File: config.mk
export PLATFORM = sky130hd
export DESIGN_NAME = key_input
export DESIGN_NICKNAME = d
export VERILOG_FILES = /design/src/rtl/key_input_pkg.sv /design/src/rtl/key_debounce_ch.sv /design/src/rtl/key_input.sv
export SDC_FILE = /design/constraint.sdc
export NUM_CORES = 1
export LEC_CHECK = 0
export CORE_ASPECT_RATIO = 1.1
export CORE_UTILIZATION = 35
export DETAILED_ROUTE_END_ITERATION = 12
export GPL_ROUTABILITY_DRIVEN = 0
export SLEW_MARGIN = 20
export SYNTH_ARGS = -nofsm -noshare
export SYNTH_HDL_FRONTEND = slang
export SYNTH_SLANG_ARGS = --single-unit
File: constraint.sdc
create_clock -name clk -period 2.31 [get_ports clk]
set_input_delay 0.231 -clock clk [delete_from_list [all_inputs] [get_ports clk]]
set_output_delay 0.231 -clock clk [all_outputs]
set_load 0.03 [all_outputs]
File: src/rtl/key_input_pkg.sv
// Shared types and default timing constants for the pushbutton front end.
package key_input_pkg;

  typedef enum logic [1:0] {
    IDLE,
    PRESS_WAIT,
    PRESSED,
    RELEASE_WAIT
  } key_state_t;

  // 20 ms debounce, 0.5 s first repeat, 100 ms repeat period at 50 MHz
  localparam int unsigned KEY_DEBOUNCE_DEFAULT      = 1_000_000;
  localparam int unsigned KEY_REPEAT_DELAY_DEFAULT  = 25_000_000;
  localparam int unsigned KEY_REPEAT_PERIOD_DEFAULT = 5_000_000;

endpackage

File: src/rtl/key_debounce_ch.sv
// One pushbutton channel: two-flop synchroniser, debounce FSM and strobes.
// Auto-repeat logic exists only when KEY_REPEAT_EN is defined.
//
// state        | meaning
// IDLE         | key released and stable
// PRESS_WAIT   | press seen, counting stable samples
// PRESSED      | key pressed and stable
// RELEASE_WAIT | release seen, counting stable samples
module key_debounce_ch
  import key_input_pkg::*;
#(
  parameter int unsigned DEBOUNCE_CYCLES = KEY_DEBOUNCE_DEFAULT,
  parameter int unsigned REPEAT_DELAY    = KEY_REPEAT_DELAY_DEFAULT,
  parameter int unsigned REPEAT_PERIOD   = KEY_REPEAT_PERIOD_DEFAULT
) (
  input  logic clk_i,
  input  logic rst_ni,
  input  logic key_raw_i,
  output logic level_o,
  output logic press_o,
  output logic release_o,
  output logic repeat_o
);

  localparam int unsigned CNT_W = $clog2(DEBOUNCE_CYCLES + 1);
  localparam logic [CNT_W-1:0] CNT_ONE  = CNT_W'(1);
  localparam logic [CNT_W-1:0] CNT_LAST = CNT_W'(DEBOUNCE_CYCLES - 1);

  if (DEBOUNCE_CYCLES < 2 || REPEAT_DELAY < 1 || REPEAT_PERIOD < 1) begin : g_bad_params
    $error("key_debounce_ch: illegal timing parameters");
  end

  logic             s1_q, s2_q;
  key_state_t       state_q, state_d;
  logic [CNT_W-1:0] cnt_q, cnt_d;
  logic             press_q, press_d;
  logic             release_q, release_d;

  always_ff @(posedge clk_i) begin
    if (!rst_ni) begin
      s1_q      <= 1'b0;
      s2_q      <= 1'b0;
      state_q   <= IDLE;
      cnt_q     <= '0;
      press_q   <= 1'b0;
      release_q <= 1'b0;
    end else begin
      s1_q      <= ~key_raw_i;
      s2_q      <= s1_q;
      state_q   <= state_d;
      cnt_q     <= cnt_d;
      press_q   <= press_d;
      release_q <= release_d;
    end
  end

  always_comb begin
    state_d   = state_q;
    cnt_d     = cnt_q;
    press_d   = 1'b0;
    release_d = 1'b0;
    unique case (state_q)
      IDLE: begin
        if (s2_q) begin
          state_d = PRESS_WAIT;
          cnt_d   = CNT_ONE;
        end
      end
      PRESS_WAIT: begin
        if (!s2_q) begin
          state_d = IDLE;
          cnt_d   = '0;
        end else if (cnt_q == CNT_LAST) begin
          state_d = PRESSED;
          cnt_d   = '0;
          press_d = 1'b1;
        end else begin
          cnt_d = cnt_q + CNT_ONE;
        end
      end
      PRESSED: begin
        if (!s2_q) begin
          state_d = RELEASE_WAIT;
          cnt_d   = CNT_ONE;
        end
      end
      RELEASE_WAIT: begin
        if (s2_q) begin
          state_d = PRESSED;
          cnt_d   = '0;
        end else if (cnt_q == CNT_LAST) begin
          state_d   = IDLE;
          cnt_d     = '0;
          release_d = 1'b1;
        end else begin
          cnt_d = cnt_q + CNT_ONE;
        end
      end
      default: begin
        state_d = IDLE;
        cnt_d   = '0;
      end
    endcase
  end

  assign level_o   = (state_q == PRESSED) || (state_q == RELEASE_WAIT);
  assign press_o   = press_q;
  assign release_o = release_q;

`ifdef KEY_REPEAT_EN
  localparam int unsigned RPT_MAX = (REPEAT_DELAY > REPEAT_PERIOD) ? REPEAT_DELAY : REPEAT_PERIOD;
  localparam int unsigned RPT_W   = $clog2(RPT_MAX + 1);
  localparam logic [RPT_W-1:0] RPT_ONE   = RPT_W'(1);
  localparam logic [RPT_W-1:0] RPT_FIRST = RPT_W'(REPEAT_DELAY - 1);
  localparam logic [RPT_W-1:0] RPT_NEXT  = RPT_W'(REPEAT_PERIOD - 1);

  logic [RPT_W-1:0] rcnt_q, rcnt_d;
  logic             repeat_q, repeat_d;

  // Down-counter to the next repeat; only ticks in PRESSED, so it holds in RELEASE_WAIT.
  always_comb begin
    rcnt_d   = rcnt_q;
    repeat_d = 1'b0;
    if (state_q == PRESS_WAIT && state_d == PRESSED) begin
      rcnt_d = RPT_FIRST;
    end else if (state_q == PRESSED) begin
      if (rcnt_q == '0) begin
        repeat_d = 1'b1;
        rcnt_d   = RPT_NEXT;
      end else begin
        rcnt_d = rcnt_q - RPT_ONE;
      end
    end else if (state_q == RELEASE_WAIT && state_d == IDLE) begin
      rcnt_d = '0;
    end
  end

  always_ff @(posedge clk_i) begin
    if (!rst_ni) begin
      rcnt_q   <= '0;
      repeat_q <= 1'b0;
    end else begin
      rcnt_q   <= rcnt_d;
      repeat_q <= repeat_d;
    end
  end

  assign repeat_o = repeat_q;
`else
  assign repeat_o = 1'b0;
`endif

endmodule

File: src/rtl/key_input.sv
// Debounced front end for the active-low KEY pushbuttons, one channel per key.
// Define KEY_REPEAT_EN to enable the auto-repeat strobes on key_repeat.
module key_input
  import key_input_pkg::*;
#(
  parameter int unsigned NKEYS           = 4,
  parameter int unsigned DEBOUNCE_CYCLES = KEY_DEBOUNCE_DEFAULT,
  parameter int unsigned REPEAT_DELAY    = KEY_REPEAT_DELAY_DEFAULT,
  parameter int unsigned REPEAT_PERIOD   = KEY_REPEAT_PERIOD_DEFAULT
) (
  input  logic             clk,
  input  logic             rst,
  input  logic [NKEYS-1:0] key_raw,
  output logic [NKEYS-1:0] key_level,
  output logic [NKEYS-1:0] key_press,
  output logic [NKEYS-1:0] key_release,
  output logic [NKEYS-1:0] key_repeat
);

  for (genvar i = 0; i < NKEYS; i++) begin : g_ch
    key_debounce_ch #(
      .DEBOUNCE_CYCLES(DEBOUNCE_CYCLES),
      .REPEAT_DELAY   (REPEAT_DELAY),
      .REPEAT_PERIOD  (REPEAT_PERIOD)
    ) u_ch (
      .clk_i    (clk),
      .rst_ni   (rst),
      .key_raw_i(key_raw[i]),
      .level_o  (key_level[i]),
      .press_o  (key_press[i]),
      .release_o(key_release[i]),
      .repeat_o (key_repeat[i])
    );
  end

endmodule

==> results of run 1 <==
## worst max-delay path, delay by kind of cell (launching register included)
kind                   cells  cell delay [ps]
flip-flops                 1              370
AO/OA/AOI/OAI              3              440
buffers and inverters      1              220
AND/OR/NAND/NOR            2             1010
## synthesized netlist by cell type, drive strengths merged (3+ instances only)
cell / number / area share
a22o: 13 / 0.022
buf: 28 / 0.040
nor3b: 4 / 0.0079
o21ai: 26 / 0.025
nand2: 69 / 0.050
nand4: 24 / 0.029
nor4b: 6 / 0.010
and4: 6 / 0.010
nand3: 42 / 0.040
nor3: 13 / 0.015
nand3b: 7 / 0.010
xor2: 9 / 0.017
a21boi: 3 / 0.0043
nor4: 9 / 0.015
mux2i: 9 / 0.017
and3: 18 / 0.022
clkbuf: 13 / 0.0094
a21oi: 41 / 0.041
inv: 18 / 0.013
nor2: 22 / 0.016
and4b: 3 / 0.0058
nor2b: 10 / 0.012
dfxtp: 104 / 0.40
xnor2: 13 / 0.022
and2: 12 / 0.014
nand2b: 12 / 0.014
a41oi: 3 / 0.0050
or3b: 3 / 0.0050
ha: 4 / 0.0096
a31oi: 41 / 0.052
## power by group
group | total, uW | switching (uW) | internal (uW)
registers | 1820 | 13.5 | 1800
logic | 117 | 74.7 | 42.1
clock network | 1680 | 669 | 1010
total | 3610 | 757 | 2850
## flip-flops by register name, summed over array words and instances (netlist names), named ones only
register	cells
g_ch.u_ch.cnt_q	80
g_ch.u_ch.press_o	4
g_ch.u_ch.release_o	4
g_ch.u_ch.s1_q	4
g_ch.u_ch.s2_q	4
g_ch.u_ch.state_q	4
## layout make-up
cell class,count,share of cell area
multi-input combinational,453,0.484
sequential,104,0.357
clock inverter,4,0.0131
clock buffer,11,0.0434
tap,192,0.0412
timing repair buffer,33,0.0498
inverter,18,0.0116
## cells in the final DEF, fill, tap and decap left out, types with 3 or more instances in the layout
cell type,synthesis,final
nor4_1,7,7
xor2_1,8,8
and3_1,18,18
conb_1,1,4
inv_1,18,18
and4b_1,3,3
mux2i_1,9,9
and2_1,12,12
a21oi_1,39,39
o21ai_1,3,3
nand3_1,42,42
buf_4,16,16
nor4b_1,6,6
nand3b_1,7,7
and4_1,6,6
nand2b_1,12,12
nor2b_1,10,10
xnor2_1,13,13
a41oi_1,3,3
nor3_1,10,10
clkdlybuf4s50_1,0,17
nand2_1,69,69
dfxtp_1,104,104
nor2_1,22,22
nor3_2,3,3
o21ai_0,23,23
ha_1,4,4
nor3b_1,3,3
nand4_1,24,24
a22o_1,13,13
clkbuf_16,0,9
a31oi_1,40,40
## path summary, 6_finish.rpt
path / start / to / slack, ps
max: g_ch[2].u_ch.cnt_q[11]$_SDFFE_PN0P_ / g_ch[2].u_ch.cnt_q[17]$_SDFFE_PN0P_ / 130
min reg2reg: g_ch[1].u_ch.s1_q$_SDFF_PN0_ / g_ch[1].u_ch.s2_q$_SDFF_PN0_ / 430
max reg2reg: g_ch[2].u_ch.cnt_q[11]$_SDFFE_PN0P_ / g_ch[2].u_ch.cnt_q[17]$_SDFFE_PN0P_ / 130
min: key_raw[2] / g_ch[2].u_ch.s1_q$_SDFF_PN0_ / 420
## per-stage QoR
step / utilization / hold slack (ps)
floorplan: - / 303
detailed placement: 0.379 / 422
global placement: 0.379 / 420
global route: 0.402 / 429
CTS: 0.401 / 425
finish: 0.402 / 419
## routing by layer
layer | share of wire | global-route usage | vias up
li1 | - | - | 2247
met1 | 0.48 | 0.180 | 2184
met2 | 0.47 | 0.257 | 87
met3 | 0.033 | 0.0332 | 11
met4 | 0.014 | 0.0641 | 0
met5 | 0 | 0 | -
## kinds of logic after synthesis
logic type	count (synthesis)	share of synthesized area
xor gates and xnor gates	22	0.0384
AOI/OAI and AO/OA	144	0.178
other	1	0.000720
muxes	9	0.0173
adders and majority gates	4	0.00961
DFF	104	0.400
buffers and inverters	59	0.0625
and+or+nand+nor	270	0.294
## repair_timing
item                       in CTS  in global routing
buffers inserted                0                  0
gates resized for setup         0                  1
setup endpoints to repair       0                  4
hold buffers                    0                  0
==> impl_metrics.json, run 1 <==
{
  "outcome": "finished, final reports clean",
  "ctsRootBufferMaster": "clkbuf_16",
  "drive_gt1_frac": 0.0770,
  "multi_input_area_mm2": 0.00282,
  "drt_iter0_drc": 439,
  "hpwl_um": 7780,
  "routedWlPerCell_um": 13.6,
  "skew_ps": 6.88,
  "worstSetupPathType": "reg2reg",
  "finalCritPeriodShare": 0.945,
  "crit_path_max_incr_delay_ps": 570,
  "grt_first_pass_wirelength_um": 18900,
  "pre_cts_ws_ps": 116,
  "grt_pass1_vias": 4162,
  "overflow": 0,
  "core_mm2": 0.0145,
  "max-vdd-ir-drop_mv": 0.327,
  "fmax_mhz": 458,
  "crit_path_start_kind": "flip-flop",
  "p_leak_uw": 0.00196,
  "fin_area_mm2": 0.00583,
  "initial_utilization": 0.359,
  "synth-seq-cells": 104,
  "avgSynthCellArea_um2": 8.50,
  "reg2regPathDepth": 6,
  "placed_cells": 800,
  "final-seq-area_mm2": 0.00208,
  "drt_pass1_iterations": 5,
  "yosys.cell_types.count": 65,
  "crit_required_ps": 2540,
  "yosysSeqAreaShare": 0.400,
  "grt_max_degree": 32,
  "h-tree-depth": 3,
  "vias": 4529,
  "worstHoldPathType": "in2reg",
  "syn_inst": 613,
  "drc": 0,
  "final_nets": 629,
  "clkTransAtPathRegs_ps": 70,
  "syn2layout_area_growth_pct": 11.9,
  "clock-sinks": 104,
  "cp_max_fo": 12,
  "antenna_found_initial": 0,
  "slowest_stage": "or4b_4",
  "clk_latency_ps": 350,
  "synth_area_mm2": 0.00521,
  "io_pins": 22,
  "num_antenna_cells": 0,
  "wirelength_um": 11100,
  "antenna_left": 0,
  "cap_violations": 0,
  "cts_inserted_buffers": 9,
  "rsz0062_at_grt": "no",
  "track_usage": 0.149,
  "slew-limit-headroom": 0.584,
  "die_w_um": 118,
  "vias_per_cell": 5.56,
  "slew_viol_final": 0,
  "tritoncts": "done",
  "hold_viol_final": 0,
  "synth-main-ff-cell": "dfxtp_1",
  "fillers": 1452,
  "die_h_um": 130,
  "synth-async-reset-ratio": 0,
  "port_buffers": 17,
  "power.density_mw_per_mm2": 620,
  "std_cell_rows": 46,
  "tns_ps": 0,
  "finalNonFillerCells": 815,
  "min_period_ps": 2180,
  "placed_cell_area_mm2": 0.00549,
  "synth_edf_count": 0,
  "ys_warn_count": 0,
  "fin_ws_ps": 126,
  "hold_depth": 2,
  "clk_path_buf_depth": 2,
  "crit_chain": "or4b_4 > nor4_4 > a21oi_4 > buf_4 > a41oi_1 > a31oi_1",
  "arrival_ps": 2410,
  "cp-end-kind": "flip-flop",
  "tightest_slew_ps": 620,
  "total_power_uw": 3610,
  "dieArea_mm2": 0.0154,
  "setup_viol": 0
}
No activity file was read; power rests on OpenSTA's default activity.
==> inputs of run 2 (changes only) <==
--- a/config.mk
+++ b/config.mk
@@ -7,6 +7,7 @@
 export LEC_CHECK = 0
 export CORE_ASPECT_RATIO = 1.1
 export CORE_UTILIZATION = 35
+export CTS_CLUSTER_DIAMETER = 100
 export DETAILED_ROUTE_END_ITERATION = 12
 export GPL_ROUTABILITY_DRIVEN = 0
 export SLEW_MARGIN = 20
==> results of run 2 <==
No change in the layout: final DEF, timing and power equal those of run 1.
==> inputs of run 3 (changes only) <==
--- a/config.mk
+++ b/config.mk
@@ -5,8 +5,9 @@
 export SDC_FILE = /design/constraint.sdc
 export NUM_CORES = 1
 export LEC_CHECK = 0
+export CAP_MARGIN = 15
 export CORE_ASPECT_RATIO = 1.1
-export CORE_UTILIZATION = 35
+export CORE_UTILIZATION = 40
 export CTS_CLUSTER_DIAMETER = 100
 export DETAILED_ROUTE_END_ITERATION = 12
 export GPL_ROUTABILITY_DRIVEN = 0
==> impl_metrics.json, run 3 (synthesized netlist as in run 1, its figures left out) <==
{
  "timing.critical_path.buf_inv": 0,
  "crit_required_ps": 2550,
  "skew_ps": 5.71,
  "cap_violations": 0,
  "fmax_mhz": 482,
  "combPwrFrac": 0.032,
  "pre_cts_ws_ps": 135,
  "drive_gt1_frac": 0.0741,
  "fillers": 1200,
  "cp_max_fo": 22,
  "cp-end-kind": "flip-flop",
  "r2r-start": "g_ch[2].u_ch.cnt_q[0]$_SDFFE_PN0P_",
  "slew_viol_final": 0,
  "cts_setup_buffers": 0,
  "rsz0062_at_grt": "no",
  "num_antenna_cells": 0,
  "worstHoldPathType": "in2reg",
  "tightest_slew_ps": 624,
  "fin_ws_ps": 233,
  "setup_viol": 0,
  "routedWlPerCell_um": 14.1,
  "ctsRootBufferMaster": "clkbuf_16",
  "power.share.clock": 0.456,
  "crit_chain": "ha_1 > nand3_1 > nor4_4 > a21oi_4 > and3_1 > a221o_1",
  "grt_max_degree": 42,
  "h-tree-depth": 3,
  "min_period_ps": 2080,
  "overflow": 0,
  "timing.hold.ws_ps": 406,
  "clk_latency_ps": 350,
  "final_nets": 628,
  "track_usage": 0.166,
  "cts-resized-gates": 0,
  "crit_path_max_incr_delay_ps": 440,
  "tritoncts": "done",
  "p_leak_uw": 0.00195,
  "core_mm2": 0.0126,
  "path_delay_family": "simple AND/OR/NAND/NOR gates",
  "seq_power_share": 0.512,
  "hold_start": "key_raw[1]",
  "final_cell_mix": "dfxtp_1, nand2_1, nand3_1, a31oi_1, a21oi_1",
  "top_register": "g_ch.u_ch.cnt_q",
  "p_int_uw": 2810,
  "drc": 0,
  "grt_pass1_vias": 4050,
  "hold_buffers": 0,
  "max-vdd-ir-drop_mv": 0.439,
  "antenna_found_initial": 0,
  "std_cell_rows": 43,
  "drt_pass1_iterations": 5,
  "power.switching_uw": 743,
  "r2r_slack_ps": 230,
  "clkTransAtPathRegs_ps": 70,
  "clock-sinks": 104,
  "outcome": "finished, final reports clean",
  "port_buffers": 17,
  "initial_utilization": 0.412,
  "tns_ps": 0,
  "power.density_mw_per_mm2": 614,
  "drt_iter0_drc": 283,
  "layout_commonest_cell": "dfxtp_1",
  "slew-limit-headroom": 0.581,
  "startpoint": "g_ch[2].u_ch.cnt_q[0]$_SDFFE_PN0P_",
  "total_power_uw": 3550,
  "die_w_um": 111,
  "p_sw_frac": 0.209,
  "io_pins": 22,
  "wirelength_um": 11000,
  "grt_first_pass_wirelength_um": 18700,
  "die_h_um": 122,
  "finalCritPeriodShare": 0.899,
  "slowest_stage": "nor4_4",
  "syn2layout_area_growth_pct": 11.0,
  "dieArea_mm2": 0.0135,
  "vias_per_cell": 5.66,
  "clk_path_buf_depth": 2,
  "crit_path_start_kind": "flip-flop",
  "arrival_ps": 2310,
  "antenna_left": 0,
  "largest_reg_flops": 80,
  "worstSetupPathType": "reg2reg",
  "hpwl_um": 7390,
  "cts_inserted_buffers": 9,
  "vias": 4404,
  "hold_viol_final": 0
}
==> run 3: per-layer routing <==
metal / share of wire / vias to the layer above / GRT usage / wire length, um
li1: - / 2241 / - / -
met1: 0.49 / 2071 / 0.216 / 5310
met2: 0.47 / 84 / 0.270 / 5150
met3: 0.032 / 8 / 0.0274 / 351
met4: 0.013 / 0 / 0.0800 / 142
met5: 0 / - / 0 / 0
==> run 3: worst reg2reg max path, cell delays in order (launching register included) <==
cell,delay (ps)
dfxtp_1,430
ha_1,240
nand3_1,160
nor4_4,440
a21oi_4,230
and3_1,220
a221o_1,250
==> run 3: cell type report <==
type                            count  area [um2]  share of cell area
Multi-Input combinational cell    453        2820               0.488
Tap cell                          157         196              0.0340
Timing Repair Buffer               32         308              0.0532
Sequential cell                   104        2080               0.360
Clock buffer                       10         239              0.0413
Inverter                           18        67.6              0.0117
Clock inverter                      4        70.1              0.0121
==> run 3: per-stage QoR <==
stage	std cells	util	instance area, um2
after CTS	778	0.457	5770
after detailed placement	764	0.432	5470
final	778	0.457	5780
after global placement	764	0.432	5470
after global routing	778	0.457	5780
after floorplan	616	-	5220
==> run 3: final timing paths <==
| kind | cells past startpoint | to |
|---|---|---|
| setup reg to reg | 6 | g_ch[2].u_ch.cnt_q[11]$_SDFFE_PN0P_ |
| hold / removal | 2 | g_ch[1].u_ch.s1_q$_SDFF_PN0_ |
| setup / recovery | 6 | g_ch[2].u_ch.cnt_q[11]$_SDFFE_PN0P_ |
| hold reg to reg | 1 | g_ch[3].u_ch.s2_q$_SDFF_PN0_ |
==> run 3: power by group through the flow <==
| stage | Clock (uW) | Sequential (uW) | Combinational [uW] |
|---|---|---|---|
| finish | 1620 | 1820 | 115 |
| global route | 1720 | 1820 | 128 |
| CTS | 1660 | 1820 | 116 |
| detailed placement | 0 | 1860 | 115 |
| global placement | 0 | 1860 | 114 |
| floorplan | 0 | 1850 | 84.5 |
